File: config.mk
export PLATFORM = sky130hd
export DESIGN_NAME = ysyx_041461_scoreboard
export DESIGN_NICKNAME = d
export VERILOG_FILES = /design/src/rtl/ysyx_041461_scoreboard_pkg.sv /design/src/rtl/ysyx_041461_sb_cnt.sv /design/src/rtl/ysyx_041461_scoreboard.sv
export SDC_FILE = /design/constraint.sdc
export NUM_CORES = 1
export LEC_CHECK = 0
export CORE_MARGIN = 2
export CORE_UTILIZATION = 50
export DETAILED_ROUTE_END_ITERATION = 12
export PLACE_DENSITY_LB_ADDON = 0.2
export SYNTH_ARGS = -nofsm -noshare
export SYNTH_HDL_FRONTEND = slang
export SYNTH_SLANG_ARGS = --single-unit
File: constraint.sdc
create_clock -name clk -period 5.68 [get_ports clk]
set_input_delay 0.568 -clock clk [delete_from_list [all_inputs] [get_ports clk]]
set_output_delay 0.568 -clock clk [all_outputs]
set_load 0.005 [all_outputs]
File: src/rtl/ysyx_041461_scoreboard_pkg.sv
// Shared scoreboard definitions: FSM encodings, counter ceiling and the untracked register index.
package ysyx_041461_scoreboard_pkg;

   typedef enum logic [1:0] {
      SB_IDLE  = 2'd0,
      SB_DRAIN = 2'd1,
      SB_FLUSH = 2'd2
   } sb_state_e;

   localparam int unsigned SB_REG0 = 0;

   function automatic int unsigned sb_cnt_max(input int unsigned w);
      return (32'd1 << w) - 32'd1;
   endfunction

endpackage

File: src/rtl/ysyx_041461_sb_cnt.sv
// Saturating pending-write counter with clear; flags zero, max and retire-without-pending.
module ysyx_041461_sb_cnt
   import ysyx_041461_scoreboard_pkg::*;
#(
   parameter int unsigned CNT_W = 2
) (
   input  logic             clk,
   input  logic             rst_n,
   input  logic             i_inc,
   input  logic             i_dec,
   input  logic             i_clr,
   output logic [CNT_W-1:0] o_cnt,
   output logic             o_zero,
   output logic             o_max,
   output logic             o_udf
);

   localparam logic [CNT_W-1:0] MAX = CNT_W'(sb_cnt_max(CNT_W));

   logic [CNT_W-1:0] r_cnt;

   assign o_cnt  = r_cnt;
   assign o_zero = (r_cnt == '0);
   assign o_max  = (r_cnt == MAX);
   assign o_udf  = i_dec & o_zero & ~i_clr;

   // A decrement with nothing pending belongs to no allocation, so a same-cycle
   // increment still allocates.
   always_ff @(posedge clk or negedge rst_n) begin
      if (!rst_n) begin
         r_cnt <= '0;
      end else if (i_clr) begin
         r_cnt <= '0;
      end else if (i_inc && !i_dec && !o_max) begin
         r_cnt <= r_cnt + 1'b1;
      end else if (i_dec && !i_inc && !o_zero) begin
         r_cnt <= r_cnt - 1'b1;
      end else if (i_inc && i_dec && o_zero) begin
         r_cnt <= CNT_W'(1);
      end
   end

endmodule

File: src/rtl/ysyx_041461_scoreboard.sv
// Issue scoreboard: per-register pending-write counters gate issue; trap handling drains
// in-flight writes and then pulses a single flush.
module ysyx_041461_scoreboard
   import ysyx_041461_scoreboard_pkg::*;
#(
   parameter int unsigned NREG       = 32,
   parameter int unsigned RA_W       = 5,
   parameter int unsigned NSRC       = 2,
   parameter int unsigned CNT_W      = 2,
   parameter int unsigned INF_W      = 4,
   parameter int unsigned RET_BYPASS = 1
) (
   input  logic                 clk,
   input  logic                 rst_n,
   input  logic                 iss_valid,
   output logic                 iss_ready,
   input  logic [NSRC-1:0]      iss_rs_en,
   input  logic [NSRC*RA_W-1:0] iss_rs,
   input  logic                 iss_rd_en,
   input  logic [RA_W-1:0]      iss_rd,
   input  logic                 iss_csr_rd,
   input  logic                 iss_csr_wr,
   input  logic                 ret_valid,
   input  logic                 ret_rd_en,
   input  logic [RA_W-1:0]      ret_rd,
   input  logic                 ret_csr_wr,
   input  logic                 trap_req,
   output logic                 trap_ack,
   output logic                 busy,
   output logic                 sb_err
);

   sb_state_e r_state;
   logic      r_ack;
   logic      r_err;

   logic             w_fire;
   logic             w_clr;
   logic             w_iss_trk;
   logic             w_ret_trk;
   logic             w_hazard;
   logic [NREG-1:0]  w_max;
   logic [NREG-1:0]  w_udf;
   logic [NREG-1:0]  w_eff_nz;
   logic [CNT_W-1:0] w_csr_cnt;
   logic             w_csr_dec;
   logic             w_csr_zero;
   logic             w_csr_max;
   logic             w_csr_udf;
   logic             w_csr_eff_nz;
   logic [INF_W-1:0] w_inf_cnt;
   logic             w_inf_zero;
   logic             w_inf_max;
   logic             w_inf_udf;

   assign w_fire    = iss_valid & iss_ready;
   assign w_clr     = (r_state == SB_FLUSH);
   assign w_iss_trk = w_fire & ((iss_rd_en & (iss_rd != RA_W'(SB_REG0))) | iss_csr_wr);
   assign w_ret_trk = ret_valid & ((ret_rd_en & (ret_rd != RA_W'(SB_REG0))) | ret_csr_wr);
   assign w_csr_dec = ret_valid & ret_csr_wr;

   assign w_max[0]    = 1'b0;
   assign w_udf[0]    = 1'b0;
   assign w_eff_nz[0] = 1'b0;

   for (genvar g = 1; g < NREG; g++) begin : g_reg
      logic             w_inc;
      logic             w_dec;
      logic             w_zero;
      logic [CNT_W-1:0] w_cnt;

      assign w_inc = w_fire & iss_rd_en & (iss_rd == RA_W'(g));
      assign w_dec = ret_valid & ret_rd_en & (ret_rd == RA_W'(g));

      ysyx_041461_sb_cnt #(.CNT_W(CNT_W)) u_cnt (
         .clk    (clk),
         .rst_n  (rst_n),
         .i_inc  (w_inc),
         .i_dec  (w_dec),
         .i_clr  (w_clr),
         .o_cnt  (w_cnt),
         .o_zero (w_zero),
         .o_max  (w_max[g]),
         .o_udf  (w_udf[g])
      );

      // The last pending write retiring this cycle no longer blocks a reader.
      assign w_eff_nz[g] = ~w_zero &
                           ~((RET_BYPASS != 0) & w_dec & (w_cnt == CNT_W'(1)));
   end

   ysyx_041461_sb_cnt #(.CNT_W(CNT_W)) u_csr_cnt (
      .clk    (clk),
      .rst_n  (rst_n),
      .i_inc  (w_fire & iss_csr_wr),
      .i_dec  (w_csr_dec),
      .i_clr  (w_clr),
      .o_cnt  (w_csr_cnt),
      .o_zero (w_csr_zero),
      .o_max  (w_csr_max),
      .o_udf  (w_csr_udf)
   );

   assign w_csr_eff_nz = ~w_csr_zero &
                         ~((RET_BYPASS != 0) & w_csr_dec & (w_csr_cnt == CNT_W'(1)));

   ysyx_041461_sb_cnt #(.CNT_W(INF_W)) u_inflight (
      .clk    (clk),
      .rst_n  (rst_n),
      .i_inc  (w_iss_trk),
      .i_dec  (w_ret_trk),
      .i_clr  (w_clr),
      .o_cnt  (w_inf_cnt),
      .o_zero (w_inf_zero),
      .o_max  (w_inf_max),
      .o_udf  (w_inf_udf)
   );

   always_comb begin
      w_hazard = 1'b0;
      for (int i = 0; i < NSRC; i++) begin
         if (iss_rs_en[i] && w_eff_nz[iss_rs[i*RA_W +: RA_W]]) w_hazard = 1'b1;
      end
      if (iss_rd_en && w_max[iss_rd])        w_hazard = 1'b1;
      if (iss_csr_rd && w_csr_eff_nz)        w_hazard = 1'b1;
      if (iss_csr_wr && w_csr_max)           w_hazard = 1'b1;
      if (w_inf_max)                         w_hazard = 1'b1;
      if (r_state != SB_IDLE || trap_req)    w_hazard = 1'b1;
   end

   assign iss_ready = rst_n & ~w_hazard;
   assign busy      = (w_inf_cnt != '0);
   assign trap_ack  = r_ack;
   assign sb_err    = r_err;

   always_ff @(posedge clk or negedge rst_n) begin
      if (!rst_n) begin
         r_state <= SB_IDLE;
         r_ack   <= 1'b0;
         r_err   <= 1'b0;
      end else begin
         if ((|w_udf) || w_csr_udf || w_inf_udf) r_err <= 1'b1;
         case (r_state)
            SB_IDLE: begin
               r_ack <= 1'b0;
               if (trap_req) r_state <= SB_DRAIN;
            end
            SB_DRAIN: begin
               if (w_inf_zero) begin
                  r_state <= SB_FLUSH;
                  r_ack   <= 1'b1;
               end
            end
            SB_FLUSH: begin
               r_state <= SB_IDLE;
               r_ack   <= 1'b0;
            end
            default: begin
               r_state <= SB_IDLE;
               r_ack   <= 1'b0;
            end
         endcase
      end
   end

endmodule

==> reports/qor_table.md <==
| Stage | Result | This run |
|---|---|---|
| worst setup path | WS Path Type | primary input to output pin |
| worst setup path | Required time at the endpoint of the critical path | 5110 ps |
| logic synthesis | Sequential-to-total area share from yosys stat | 19.1% |
| sta | Final Cycle Share | 89.7% |
| logic synthesis | Yosys warnings | 0 |
| grt | All-layer global routing usage | 32.1% |
| clock tree | Number of setup buffers added after CTS | 0 |
| power and ir drop | Power share of the sequential group | 26.0% |
| die | Floorplan core area | 18600 um2 |
| sta | Number of setup violations in the final report | 0 |
| worst setup path | Crit-path cells | clkdlybuf4s50_1 > nor2b_1 > a41oi_1 > nand2_1 > nand3_1 > o31ai_1 > o21a_1 > nand2_4 > inv_2 > clkdlybuf4s50_1 |
| cells and area | Share of final-layout standard cells stronger than drive strength 1 | 9.33% |
| worst setup path | Library cell appearing most often on the critical path | sky130_fd_sc_hd__clkdlybuf4s50_1 |
| placed design | Detailed-placement wirelength estimate | 24600 um |
| logic synthesis | Count of flip-flops with a built-in enable after synthesis | 0 |
| detailed routing | Post-detailed-route via-to-cell ratio | 6.57 |
| sta | Final count of hold timing violations | 0 |
| clock tree | Worst-skew pair later-pin latency | 360 ps |
| clock tree | Reg clk slew, reported paths | 70 ps |
| die | Starting utilization of the core area | 50.6% |
| logic synthesis | Share of the synthesized area in the top cell type | 19.1% |
| sta | Timing-limited maximum frequency | 0.196 GHz |
| sta | Final-layout setup total negative slack | 0 ps |
| logic synthesis | Syn_area_per_cell | 8.06 um2 |
| detailed routing | Drt first pass iters | 5 |
| grt | Vias in the first global route | 8684 |
| grt | GRT met3 Usage | 4.89% |
| logic synthesis | Dominant synthesized flop cell | sky130_fd_sc_hd__dfrtp_1 |
| clock tree | Maximum level of the CTS H-tree | 3 |
| sta | Worst hold slack | 181 ps |
| power and ir drop | Switching power | 1.48 mW |
| grt | Global-route layer with the greatest usage | met2 |
| grt | Antenna violations before repair | 0 |
| detailed routing | Total Routed Length | 31700 um |
| clock tree | Clock buffer depth | 2 |
| detailed routing | Residual antenna-violating net count after detailed routing | 0 |
| die | Width of the die | 141 um |
| outcome | Run status | completed |
| power and ir drop | Clk network pwr share | 21.4% |
| grt | Met2 usage | 51.1% |
| sta | RSZ-0062 raised after global routing | no |
| power and ir drop | Switching part of the total power | 43.8% |
| cells and area | Area growth from synthesis to layout | 8.83% |
| worst setup path | Endpoint of the worst-slack reg-to-reg timing path | g_reg[2].u_cnt.o_cnt[1]$_DFFE_PN0P_ |
| die | Height of the chip | 141 um |
| clock tree | Clock tree from TritonCTS | done |
| clock tree | CTS Hold Bufs | 0 |
| power and ir drop | Power per cell area | 330 nW/um2 |
| grt | Global-route congestion overflow total | 0 |
| logic synthesis | Share of async-settable or async-resettable flops after synthesis | 100% |
| cells and area | Total number of nets in the final design | 1305 |
| grt | Met1 global-route usage | 42.5% |
| cells and area | Antenna diode count | 0 |
| power and ir drop | Cell leakage power | 4.20 nW |
| logic synthesis | Most numerous cell in the Yosys netlist | sky130_fd_sc_hd__nor2_1 |
| cells and area | Fraction of the core area covered by cells at the end of the flow | 55.1% |
| clock tree | Number of buffers inserted during clock tree synthesis | 9 |
| placed design | Final weighted congestion of routability-driven global placement | 0.987 |
| cells and area | Final cell count without fillers | 1413 |
| power and ir drop | Maximum vdd drop | 160 uV |
| sta | Min Clock Period, post-route | 5100 ps |
| logic synthesis | Number of cells produced by synthesis | 1168 |
| sta | Final Worst Setup Slack | 585 ps |
| sta | Tightest Pin Transition | 941 ps |
| worst setup path | CP Capture Type | output pin |
| logic synthesis | Area leader, netlist | sky130_fd_sc_hd__dfrtp_1 |
| worst setup path | Highest-delay cell along the critical path | sky130_fd_sc_hd__nor2b_1 |
| worst setup path | Slowest cell delay on critical path | 760 ps |
| die | Die area | 19900 um2 |
| grt | Global-route wire length before repair | 49600 um |
| detailed routing | Remaining design rule violation count | 0 |
| power and ir drop | Part of the power in combinational logic | 52.6% |
| placed design | Post-placement cell count | 1397 |
| worst setup path | Max FO, Critical Path | 17 |
| worst setup path | Data arrival time of the critical path | 4530 ps |
| sta | Clock skew | 12.1 ps |
| detailed routing | Detailed-route via count | 9285 |
| die | Top Ports | 36 |
| clock tree | Root Buffer | sky130_fd_sc_hd__clkbuf_16 |
| detailed routing | Wire length per cell after detailed routing | 22.4 um |
| logic synthesis | Dominant cells by area after synthesis | sky130_fd_sc_hd__dfrtp_1 (19%), sky130_fd_sc_hd__ha_1 (13%), sky130_fd_sc_hd__nor2_1 (4.2%) |
| worst setup path | Worst flop-to-flop path startpoint | g_reg[4].u_cnt.o_cnt[0]$_DFFE_PN0P_ |
| worst setup path | Type of origin of the critical path | primary input |
| detailed routing | Number of design-rule violations left by the first detailed-router iteration | 772 |
| worst setup path | FF-to-FF path depth | 13 |
| logic synthesis | Distinct cells, synth | 110 |
| logic synthesis | Synth top cells by count | sky130_fd_sc_hd__nor2_1 (105), sky130_fd_sc_hd__nand2_1 (104), sky130_fd_sc_hd__inv_1 (100) |
| worst hold path | Path category of the worst min-delay check | primary input to asynchronous set/reset pin |
| clock tree | Sinks on the clock net | 72 |
| logic synthesis | Synthesized cell area | 9410 um2 |
| sta | Relative slew margins | 37.0% |
| grt | Pin count of the biggest net entering global routing | 39 |
| clock tree | Gates resized, CTS repair | 0 |
| sta | Number of max-slew violations in the final report | 0 |
| die | Row cnt | 50 |
| worst setup path | Setup slack on the worst flop-to-flop path | 1710 ps |
| logic synthesis | Post-synthesis sequential element count | 72 |
| job | Count of max-cap constraint violations | 0 |
| power and ir drop | Cell-internal power | 1.90 mW |
| placed design | Count of buffers inserted at the top-level ports | 35 |
| logic synthesis | Synth Net Count | 1299 |
| placed design | Worst-case setup slack after placement | 703 ps |
==> layer usage <==
| metal | vias to the layer above | wire length (um) |
|---|---|---|
| met5 | - | 0 |
| met2 | 390 | 14300 |
| li1 | 4357 | - |
| met3 | 78 | 2140 |
| met1 | 4460 | 13700 |
| met4 | 0 | 1520 |
==> per-stage QoR <==
stage | area [um2] | total power [mW]
6_report | 10200 | 3.38
5_1_grt | 10200 | 3.63
4_1_cts | 10200 | 3.36
2_1_floorplan | 9410 | 2.15
3_3_place_gp | 9880 | 2.59
3_5_place_dp | 9880 | 2.62
==> kinds of logic after synthesis <==
logic type	after synthesis	synth area share (%)
AND/OR/NAND/NOR	491	30.5
flip-flops	72	19.1
adder cells (fa/ha/maj)	105	13.8
buffers and inverters	157	7.25
XOR/XNOR	32	2.98
multiplexers	35	4.75
AO/OA/AOI/OAI	276	21.6
==> power groups by stage <==
| stage | Clock [mW] | Sequential, mW | Combinational (mW) |
|---|---|---|---|
| after floorplan | 0 | 0.829 | 1.32 |
| after global placement | 0 | 0.875 | 1.71 |
| after detailed placement | 0 | 0.882 | 1.74 |
| after CTS | 0.731 | 0.873 | 1.75 |
| after global routing | 0.750 | 0.907 | 1.97 |
| final | 0.724 | 0.877 | 1.78 |
==> how the worst max path moves through the flow <==
stage	startpoint	end	slack [ps]	cells past startpoint
after floorplan	ret_rd[1]	g_reg[6].u_cnt.o_cnt[1]$_DFFE_PN0P_	2390	13
after global placement	ret_rd[1]	iss_ready	830	10
after detailed placement	ret_rd[1]	iss_ready	700	10
after CTS	ret_rd[1]	iss_ready	700	10
after global routing	ret_rd[1]	iss_ready	350	10
final	ret_rd[1]	iss_ready	580	10
==> area by class of cell <==
type,count,area (um2)
clock buffers,12,267
clock inverters,4,98.8
fillers,1729,8340
inverters,101,379
multi-input cells,939,6930
flip-flops and latches,72,1800
well taps,234,293
repair buffers,51,468
==> cells in the final DEF, fill, tap and decap left out, types with 7 or more instances in the layout <==
cell	n
sky130_fd_sc_hd__and2_1	14
sky130_fd_sc_hd__inv_1	100
sky130_fd_sc_hd__nor2b_1	14
sky130_fd_sc_hd__nand2b_1	15
sky130_fd_sc_hd__nand2_1	104
sky130_fd_sc_hd__buf_4	17
sky130_fd_sc_hd__a21oi_1	43
sky130_fd_sc_hd__ha_1	99
sky130_fd_sc_hd__or4_1	11
sky130_fd_sc_hd__xnor2_1	23
sky130_fd_sc_hd__clkdlybuf4s50_1	34
sky130_fd_sc_hd__clkbuf_16	9
sky130_fd_sc_hd__mux2i_1	21
sky130_fd_sc_hd__o21ai_0	33
sky130_fd_sc_hd__and3_1	14
sky130_fd_sc_hd__nor3_1	49
sky130_fd_sc_hd__nand3_1	53
sky130_fd_sc_hd__nor4_1	10
sky130_fd_sc_hd__a311oi_1	15
sky130_fd_sc_hd__nand4_1	8
sky130_fd_sc_hd__xor2_1	9
sky130_fd_sc_hd__mux4_2	7
sky130_fd_sc_hd__nor4_4	7
sky130_fd_sc_hd__nor2_1	105
sky130_fd_sc_hd__o22ai_1	9
sky130_fd_sc_hd__nand3b_1	7
sky130_fd_sc_hd__a41oi_1	8
sky130_fd_sc_hd__o31ai_1	8
sky130_fd_sc_hd__dfrtp_1	72
sky130_fd_sc_hd__a31oi_1	30
sky130_fd_sc_hd__or3_1	9
sky130_fd_sc_hd__nor3_2	7
sky130_fd_sc_hd__a211oi_1	16
sky130_fd_sc_hd__o21a_1	7
==> registers in the layout, summed over array words and instances, names as in the netlist <==
register and cells:
g.u_cnt.o_cnt 62, sb_err 1, u_inflight.o_cnt 4, trap_ack 1, r_state 2, u_csr_cnt.o_cnt 2
==> worst max-delay path, delay by kind of cell <==
family                 cells  cell delay [ps]
AOI/OAI and AO/OA          3             1140
and+or+nand+nor            4             1200
buffers and inverters      3             1600
Note: power is estimated with default switching activity, not from simulation.
